<file path="src/rtl/fetch_sequencer.sv">
// Instruction fetch sequencer: issues one fetch at a time to instruction
// memory, holds the returned word for decode, and redirects the program
// counter when execute resolves a taken branch.
module fetch_sequencer #(
    parameter int                 ADDR_W   = 25,
    parameter int                 INS_W    = 25,
    parameter logic [ADDR_W-1:0]  RESET_PC = '0
) (
    input  logic              clk,
    input  logic              rst_n,
    input  logic              halt,
    output logic              mem_req,
    output logic [ADDR_W-1:0] mem_addr,
    input  logic              mem_ack,
    input  logic [INS_W-1:0]  mem_rdata,
    output logic              ins_valid,
    output logic [INS_W-1:0]  ins,
    output logic [ADDR_W-1:0] ins_pc,
    input  logic              ins_ready,
    input  logic              br_valid,
    input  logic              branch,
    input  logic              zero,
    input  logic [ADDR_W-1:0] br_pc,
    input  logic [ADDR_W-1:0] ext,
    output logic              redirect
);

    typedef enum logic [2:0] {
        IDLE  = 3'd0,
        REQ   = 3'd1,
        WAIT  = 3'd2,
        DRAIN = 3'd3,
        HOLD  = 3'd4
    } state_t;

    state_t               r_state;
    logic [ADDR_W-1:0]    r_pc;
    logic [INS_W-1:0]     r_ins;
    logic [ADDR_W-1:0]    r_ins_pc;
    logic                 r_ins_valid;
    logic                 r_redirect;

    state_t               w_state_nxt;
    logic [ADDR_W-1:0]    w_pc_nxt;
    logic                 w_ins_valid_nxt;
    logic                 w_capture;
    logic                 w_taken;
    logic [ADDR_W-1:0]    w_target;
    logic [ADDR_W-1:0]    w_pc_inc;

    // Branch resolution; ext is two's complement so plain modulo addition
    // gives the signed displacement.
    assign w_taken  = br_valid & branch & zero;
    assign w_target = br_pc + ADDR_W'(1) + ext;
    assign w_pc_inc = r_pc + ADDR_W'(1);

    // A pending redirect suppresses the request so the stale pc is never fetched.
    assign mem_req   = (r_state == REQ) & ~halt & ~w_taken;
    assign mem_addr  = r_pc;
    assign ins_valid = r_ins_valid;
    assign ins       = r_ins;
    assign ins_pc    = r_ins_pc;
    assign redirect  = r_redirect;

    // Next-state, next-pc and capture decisions.
    always_comb begin
        w_state_nxt     = r_state;
        w_pc_nxt        = r_pc;
        w_ins_valid_nxt = r_ins_valid;
        w_capture       = 1'b0;
        case (r_state)
            IDLE: begin
                if (w_taken)    w_pc_nxt    = w_target;
                else if (!halt) w_state_nxt = REQ;
            end
            REQ: begin
                if (w_taken)      w_pc_nxt    = w_target;
                else if (mem_req) w_state_nxt = WAIT;
            end
            WAIT: begin
                if (w_taken) begin
                    // The in-flight word belongs to the wrong path; if it has
                    // not arrived yet it must still be absorbed in DRAIN.
                    w_pc_nxt    = w_target;
                    w_state_nxt = mem_ack ? REQ : DRAIN;
                end else if (mem_ack) begin
                    w_capture       = 1'b1;
                    w_ins_valid_nxt = 1'b1;
                    w_state_nxt     = HOLD;
                end
            end
            DRAIN: begin
                if (w_taken) w_pc_nxt    = w_target;
                if (mem_ack) w_state_nxt = halt ? IDLE : REQ;
            end
            HOLD: begin
                if (w_taken) begin
                    w_ins_valid_nxt = 1'b0;
                    w_pc_nxt        = w_target;
                    w_state_nxt     = REQ;
                end else if (ins_ready) begin
                    w_ins_valid_nxt = 1'b0;
                    w_pc_nxt        = w_pc_inc;
                    w_state_nxt     = halt ? IDLE : REQ;
                end
            end
            default: begin
                w_state_nxt     = IDLE;
                w_ins_valid_nxt = 1'b0;
            end
        endcase
    end

    // State, pc, held instruction and redirect pulse registers.
    always_ff @(posedge clk) begin
        if (!rst_n) begin
            r_state     <= IDLE;
            r_pc        <= RESET_PC;
            r_ins       <= '0;
            r_ins_pc    <= '0;
            r_ins_valid <= 1'b0;
            r_redirect  <= 1'b0;
        end else begin
            r_state     <= w_state_nxt;
            r_pc        <= w_pc_nxt;
            r_ins_valid <= w_ins_valid_nxt;
            r_redirect  <= w_taken;
            if (w_capture) begin
                r_ins    <= mem_rdata;
                r_ins_pc <= r_pc;
            end
        end
    end

endmodule

</file>
<file path="config.mk">
export PLATFORM = sky130hd
export DESIGN_NAME = fetch_sequencer
export DESIGN_NICKNAME = d
export VERILOG_FILES = /design/src/rtl/fetch_sequencer.sv
export SDC_FILE = /design/constraint.sdc
export NUM_CORES = 1
export LEC_CHECK = 0
export BUFFER_PORTS_ARGS = -buffer_cell sky130_fd_sc_hd__buf_2
export CAP_MARGIN = 5
export CORE_AREA = 8 8 107 109
export CTS_CLUSTER_SIZE = 24
export DETAILED_ROUTE_END_ITERATION = 10
export DIE_AREA = 0 0 115 117
export PLACE_DENSITY = 0.78
export RECOVER_POWER = 25
export SLEW_MARGIN = 20
export SYNTH_ARGS = -nofsm -noshare
export SYNTH_HDL_FRONTEND = slang
export SYNTH_SLANG_ARGS = --single-unit
export TNS_END_PERCENT = 5
</file>
<file path="constraint.sdc">
create_clock -name clk -period 2.76 [get_ports clk]
set_input_delay 0.138 -clock clk [delete_from_list [all_inputs] [get_ports clk]]
set_output_delay 0.138 -clock clk [all_outputs]
set_load 0.005 [all_outputs]
</file>
## Word level (Yosys, flattened, before mapping)

Cells that the tools add are included.

- Bits in registers: 80
- Output and inout port bits: 78
- Input port bits: 83
- Logic and storage cells: 61

- Muxes and demuxes: 24
- Bitwise gates (word level): 7
- Reductions and logical operators: 7
- $add $sub $neg: 3
- Equal/unequal tests: 14

Operators by type and width:

| kind | count |
|---|---|
| 25-bit two-way mux | 3 |
| 25-bit by 1-bit adder with 25-bit output, second input constant | 2 |
| 25-bit one-hot mux with 2 select lines | 1 |
| 3-bit two-way mux | 9 |
| 25-bit adder | 1 |
| 3-bit one-hot mux with 5 select lines | 1 |
| 2-bit inequality test, second input constant | 7 |
| 1-bit two-way mux | 8 |
| 7-bit AND reduction | 1 |
| 3-bit by 2-bit equality test with 1-bit output, second input constant | 2 |
| 3-bit inequality test, second input constant | 2 |
| 1-bit bitwise AND | 4 |
| 4-bit AND reduction | 1 |
| 4-bit OR reduction | 1 |
| 3-bit by 1-bit equality test with 1-bit output, second input constant | 1 |
| 3-bit equality test, second input constant | 1 |
| 3-bit logical NOT | 1 |
| 1-bit NOT | 3 |
| 1-bit one-hot mux with 3 select lines | 1 |
| 3-bit AND reduction | 1 |
| 3-bit OR reduction | 1 |
| 2-bit two-way mux | 1 |
| 2-bit by 1-bit inequality test with 1-bit output, second input constant | 1 |
| 2-bit nonzero test | 1 |

## Depth between registers and ports, before layout

Gate-level depths: netlist of run 1.

- Word-level depth: 7
- Depth in mapped cells: 11
- Mapped depth without buffers: 11

## Least setup slack after synthesis of run 1

OpenSTA, ideal clock, no wires.

- Path type: in2reg
- Start point: input port br_pc[0]
- End point: register r_pc[22] (netlist: mem_addr[22])
- Buffers on the path: 0
- Data arrival time: 1946 ps
- Slack: 697 ps
- Required time: 2644 ps
- Stages: 11
- Setup time: 116 ps
- Cells stage by stage: inv_1 ha_1 inv_1 fa_1 a211oi_1 o211ai_2 nand3_1 a221oi_2 o31ai_1 xnor2_1 o211a_1

- Cells in the longest elaborated chain, start to end: 4
- Elaborated cells on any way between the ends: 5
- Classes of those cells: add/sub: 2; mux: 3

RTL lines:

| element | RTL line | source |
|---|---|---|
| start, declared | 23 | `input logic [ADDR_W-1:0] br_pc,` |
| 25-bit by 1-bit adder with 25-bit output (*) | 54 | `assign w_target = br_pc + ADDR_W'(1) + ext;` |
| 25-bit adder (*) | 54 |  |
| 25-bit two-way mux (on tied branches) | n/a |  |
| 25-bit one-hot mux with 2 select lines (*) | 71 | `case (r_state)` |
| end signal, assigned | 125 | `r_pc <= w_pc_nxt;` |
| end, declared | 37 | `logic [ADDR_W-1:0] r_pc;` |

Every way passes the cells marked *; elsewhere a longest branch is shown, timed or not. The select of a mux whose other input is x is not followed.
A chain may end at the register's enable or synchronous reset.

## Worst setup path after layout of run 1

- Start point: register r_pc[0] (netlist: mem_addr[0])
- End point: register r_pc[18] (netlist: mem_addr[18])

- Cells in the longest elaborated chain, start to end: 4

RTL lines:

| element | RTL line | source |
|---|---|---|
| 25-bit by 1-bit adder with 25-bit output | 55 | `assign w_pc_inc = r_pc + ADDR_W'(1);` |
| 25-bit two-way mux | 101 | `end else if (ins_ready) begin` |
| 25-bit two-way mux | 97 | `if (w_taken) begin` |
| 25-bit one-hot mux with 2 select lines | 71 |  |

No other way between the ends. The select of a mux whose other input is x is not followed.

==> results_dict.tcl, run 1 <==
set metrics [dict create \
    status "complete, no violations" \
    post_cts_buffers 0 \
    grt_pass1_vias 5088 \
    timing.final.hold_violations 0 \
    register_area_um2 1600 \
    fin_area_um2 6070 \
    end_kind "flop" \
    rsz0062_at_grt "no" \
    placed_area_um2 5870 \
    min_period_ns 2.17 \
    cp_max_fo 7 \
    ant_nets 0 \
    clockBufferDepth 2 \
    postSynthAreaPerCell_um2 7.68 \
    drt_iter0_drc 572 \
    cp_cell_sequence "ha_1, nand3_1, nor3_2, and3_1, nand3_1, a21oi_1, o211ai_1, a211oi_2" \
    cp_slowest_stage_delay_ns 0.47 \
    synth_xor_area_share_pct 3.17 \
    clkTransAtPathRegs_ns 0.08 \
    core_um2 9910 \
    cts_buffers 9 \
    maxCapViolCount 0 \
    hold_buffers 0 \
    port-buffer-count 160 \
    multi_input_area_um2 3190 \
    grt_pass1_wl_mm 23.9 \
    min-delay-path-class "in -> reg" \
    crit_top_cell "nand3_1" \
    placedCellCount 918 \
    timing.slew.headroom_pct 53.3 \
    min_from "mem_rdata[2]" \
    cts_resized 0 \
    h-tree-depth 3 \
    stdcell_count 934 \
    fillers 960 \
    initial_core_util_pct 50.1 \
    crit_arrival_ns 2.46 \
    holdWs_ns 0.0196 \
    synth.area.mux_share_pct 0.957 \
    synth_top_family_by_area "compound AO/OA/AOI/OAI gates" \
    syn_nets 756 \
    via_per_inst 5.64 \
    finalCritPeriodShare_pct 78.6 \
    final_nets 902 \
    power_density_nw_per_um2 458 \
    clock-sinks 80 \
    gr-total-overflow 0 \
    ys_seq_elements 80 \
    drt_wl_total_mm 15.0 \
    cts-root-buf "clkbuf_8" \
    synth_fa_ha_area_share_pct 6.70 \
    crit_type "reg -> reg" \
    r2r-end "mem_addr[18]" \
    grt_max_degree 44 \
    total_power_mw 2.78 \
    fin_ws_ns 0.590 \
    utilization_pct 61.3 \
    ios 161 \
    synthesis.area_um2 4970 \
    clk_latency_ns 0.36 \
    timing.rr.start "mem_addr[0]" \
    dp_hpwl_mm 11.5 \
    track_usage_pct 21.9 \
    post-place-ws_ns 0.366 \
    areaGrowthSynthToFinish_pct 22.2 \
    synth-edff-count 0 \
    synth.distinct_cells 62 \
    tns_ns 0 \
    crit_path_end "mem_addr[18]" \
    synthFlopType "dfxtp_1" \
    syn_inst 647 \
    critPathLaunch "mem_addr[0]" \
    peakVddDrop_mv 0.206 \
    diodes 0 \
    crit_path_top_delay_cell "dfxtp_1" \
    tightest_slew_ns 0.700 \
    async_reset_ff_share_pct 0 \
    skew_ns 0.0104 \
    drive_gt1_share_pct 22.4 \
    timing.fmax_ghz 0.461 \
    wire_per_inst_um 16.0 \
    rows 37 \
    cts_tree "built" \
    antenna_found_initial 0 \
    yosysWarnings 0 \
    hold_depth 3 \
    gp_congestion 0.901 \
    drc 0 \
    yosysSeqAreaShare_pct 32.2 \
    required_ns 3.05 \
    num_vias 5270 \
    synth_simple_gate_area_share_pct 24.4 \
    setup_violations 0 \
    start_kind "flop" \
    die_w_um 115 \
    dr.pass1.iters 7 \
    finalMaxSlewViolations 0 \
    fp.dieH_um 117 \
    r2r_slack_ns 0.59 \
    p_leak_nw 2.57 \
    die_area_um2 13500 \
    ff2ff_path_depth 8 \
    synth_compound_area_share_pct 28.9 \
]
## power by group
group	switching (mW)	internal, mW
logic	0.321	0.254
clock network	0.435	0.536
registers	0.0482	1.18
total	0.804	1.97
## cell usage after synthesis (4+ instances only)
cell type	n	area, um^2
and2_1	10	62.6
and4_1	4	35.0
nand4_1	12	75.1
o211ai_1	7	52.6
xor2_1	6	52.6
a21oi_1	43	215
a211oi_1	7	52.6
nand2_1	144	541
o21ai_0	44	220
or3_1	4	25.0
xnor2_1	12	105
dfxtp_1	80	1600
and3_1	11	68.8
buf_2	10	50.1
nor2_1	31	116
clkbuf_1	24	90.1
a21o_1	13	97.6
ha_1	25	313
nor3_1	6	30.0
nor3b_1	4	30.0
a31oi_1	12	75.1
inv_1	11	41.3
nand3_1	19	95.1
o21ai_1	4	20.0
a21boi_0	50	375
## placed cells by master (no fill, tap or decap), types with 13 or more instances in the layout
master and instances:
buf_2 134, dfxtp_1 80, nor2_1 30, a21boi_0 50, a21oi_1 43, a21o_1 13
ha_1 25, nand3_1 19, clkbuf_1 26, o21ai_0 44, nand2_1 144
## layout make-up
cell class	instances	area share [%]
Clock buffer	10	2.27
Clock inverter	6	1.53
Inverter	11	0.680
Multi-Input combinational cell	522	52.6
Sequential cell	80	26.4
Tap cell	136	2.80
Timing Repair Buffer	169	13.8
## metal layers
metal / wire length [um] / track usage (%)
met5: 0 / 0
met1: 6560 / 27.8
met2: 6790 / 35.5
met4: 342 / 9.81
met3: 1300 / 4.26
## state kept, by name (all words and copies together) (netlist names)
register,count
ins_pc,25
r_state,3
mem_addr,25
redirect,1
ins_valid,1
ins,25
## how the worst min path moves through the flow
stage / end / slack (ns)
after CTS: ins[2] / 0.002
after global routing: ins[18] / 0.03
after global placement: ins[1] / 0.39
after detailed placement: ins[2] / 0.39
final: ins[2] / 0.02
after floorplan: ins[0] / 0.28
## cells by family (layout without fill, tap and decap cells)
family | Yosys count | after routing
AO/OA/AOI/OAI | 213 | 213
AND/OR/NAND/NOR | 261 | 261
buffers and inverters | 45 | 196
XOR/XNOR | 18 | 18
flip-flops | 80 | 80
adder cells (fa/ha/maj) | 26 | 26
multiplexers | 4 | 4
## worst max-delay path, delay by kind of cell (launching register included)
| family | cells | cell delay [ns] |
|---|---|---|
| and+or+nand+nor | 4 | 0.87 |
| DFF | 1 | 0.47 |
| AOI/OAI and AO/OA | 3 | 0.51 |
| adders and majority gates | 1 | 0.27 |
Power figures use the tool's default switching activity.
==> run 2, diff against run 1 <==
Settings changed: CORE_AREA 8 8 107 109 to 8 8 112 114, DIE_AREA 0 0 115 117 to 0 0 120 122, PLACE_DENSITY 0.78 to 0.75.
Clock period 2.76 ns to 1.8 ns, I/O delays scaled along.
==> run 2 against run 1 <==
  * Hold slack lost 0.0021 ns
  * First-iteration DRC count shrank 22%
  * Core utilization grew 6.3 points
  * Worst setup slack lost 0.59 ns
  * Combinational power grew 120%
  * Highest routed layer unchanged
==> results_dict.tcl, run 2 (same netlist as run 1, synthesis figures left out) <==
set metrics [dict create \
    total_power_mw 4.26 \
    placed_area_um2 6660 \
    wire_per_inst_um 16.2 \
    hold_path_end "ins[24]" \
    stdcell_count 1064 \
    crit_arrival_ns 2.08 \
    dp_hpwl_mm 13.2 \
    utilization_pct 67.5 \
    cp_slowest_stage_delay_ns 0.37 \
    dr.pass1.iters 5 \
    min_from "mem_rdata[24]" \
    clockBufferDepth 2 \
    clkTransAtPathRegs_ns 0.08 \
    crit_top_cell "a21oi_2" \
    crit_path_top_delay_cell "or3_1" \
    power_density_nw_per_um2 589 \
    mostFrequentLayoutCells "nand2_1 (143), buf_2 (133), buf_4 (110), dfxtp_1 (76), a21boi_0 (50)" \
    drt_iter0_drc 445 \
    crit_type "in -> reg" \
    core_um2 10700 \
    min-delay-path-class "in -> reg" \
    drive_gt1_share_pct 33.9 \
    die_w_um 120 \
    fillers 907 \
    crit_family "compound AO/OA/AOI/OAI gates" \
    final_nets 1028 \
    die_area_um2 14600 \
    ios 161 \
    tightest_slew_ns 0.557 \
    cp_cell_sequence "buf_2, ha_4, a21oi_2, o21ai_2, or3_1, o221ai_2, buf_4, a21oi_2, mux2_4, a211oi_2" \
    finalMaxSlewViolations 0 \
    r2r-end "mem_addr[15]" \
    port-buffer-count 160 \
    cp_max_fo 4 \
    tns_ns 0 \
    drt_wl_total_mm 17.2 \
    num_vias 5855 \
    hold_depth 3 \
    grt_pass1_vias 5677 \
    cts_buffers 9 \
    antenna_found_initial 0 \
    rows 38 \
    gp_congestion 0.937 \
    via_per_inst 5.50 \
    timing.slew.headroom_pct 62.8 \
    post-place-ws_ns -0.575 \
    h-tree-depth 3 \
    fin_area_um2 7230 \
    required_ns 2.08 \
    final_common_cell "nand2_1" \
    finalCritPeriodShare_pct 99.9 \
    grt_max_degree 52 \
    start_kind "primary input" \
    critPathBufInv 2 \
    rsz0062_at_grt "yes" \
    clock-sinks 80 \
    fin_ws_ns 0.00143 \
    peakVddDrop_mv 0.325 \
    holdWs_ns 0.0175 \
    end_kind "flop" \
    fp.dieH_um 122 \
    min_period_ns 1.80 \
    timing.final.hold_violations 0 \
    track_usage_pct 22.7 \
    timing.fmax_ghz 0.556 \
    setup_violations 0 \
    diodes 0 \
    initial_core_util_pct 46.4 \
    cts_tree "built" \
    cts-root-buf "clkbuf_8" \
    clk_latency_ns 0.35 \
    ff2ff_path_depth 8 \
    ant_nets 0 \
    areaGrowthSynthToFinish_pct 45.5 \
    skew_ns 0.00742 \
    drc 0 \
    status "complete, no violations" \
    p_leak_nw 3.17 \
    grt_pass1_wl_mm 27.7 \
    maxCapViolCount 0 \
    gr-total-overflow 0 \
    r2r_slack_ns 0.02 \
    placedCellCount 1022 \
    timing.rr.start "mem_addr[0]" \
]
==> run 2: repair_timing <==
action                                 4_1_cts  5_1_grt
gates resized for setup                     20       23
buffers inserted                             1        2
hold buffers                                23        0
pin swaps                                   10       14
endpoints found under the hold margin       23        0
setup endpoints to repair                    5       16
==> run 2: final cells by class <==
| cell class | instances | area (um^2) | area share, % |
|---|---|---|---|
| Clock inverter | 7 | 48.8 | 0.675 |
| Tap cell | 140 | 175 | 2.42 |
| Inverter | 11 | 46.3 | 0.641 |
| Multi-Input combinational cell | 522 | 3350 | 46.3 |
| Clock buffer | 9 | 124 | 1.71 |
| Sequential cell | 80 | 1610 | 22.2 |
| Timing Repair Buffer | 295 | 1880 | 26.0 |
==> run 2: worst register-to-register path: stages, from the launching register on <==
cell and delay (ns):
dfxtp_2 0.36, buf_4 0.11, nand4_1 0.20, nor3_4 0.23, nand2_2 0.09, or4_1 0.40, a21oi_1 0.14, a21o_1 0.10
o2bb2ai_1 0.10
==> run 2: worst max-delay path by stage <==
stage | to | start | depth (start not counted) | slack, ns
3_3_place_gp | mem_addr[21] | br_pc[1] | 10 | -0.43
3_5_place_dp | mem_addr[21] | br_pc[1] | 10 | -0.58
5_1_grt | mem_addr[24] | ext[0] | 12 | -0.08
2_1_floorplan | mem_addr[22] | br_pc[0] | 11 | -0.15
4_1_cts | mem_addr[17] | br_pc[8] | 10 | 0.003
6_report | mem_addr[17] | br_pc[8] | 10 | 0.001
==> run 2: where the power goes <==
group          leakage [nW]  internal (mW)  switching [mW]
Combinational          2.45          0.618           0.622
Sequential            0.649           1.82          0.0455
Clock                0.0772          0.496           0.661
==> run 2: layer usage <==
layer	up-vias	GRT usage (%)	share of wire (%)
met1	2722	27.4	43
met2	248	39.0	47
li1	2862	-	-
met4	0	7.49	1.9
met5	-	0	0
met3	23	5.46	7.3
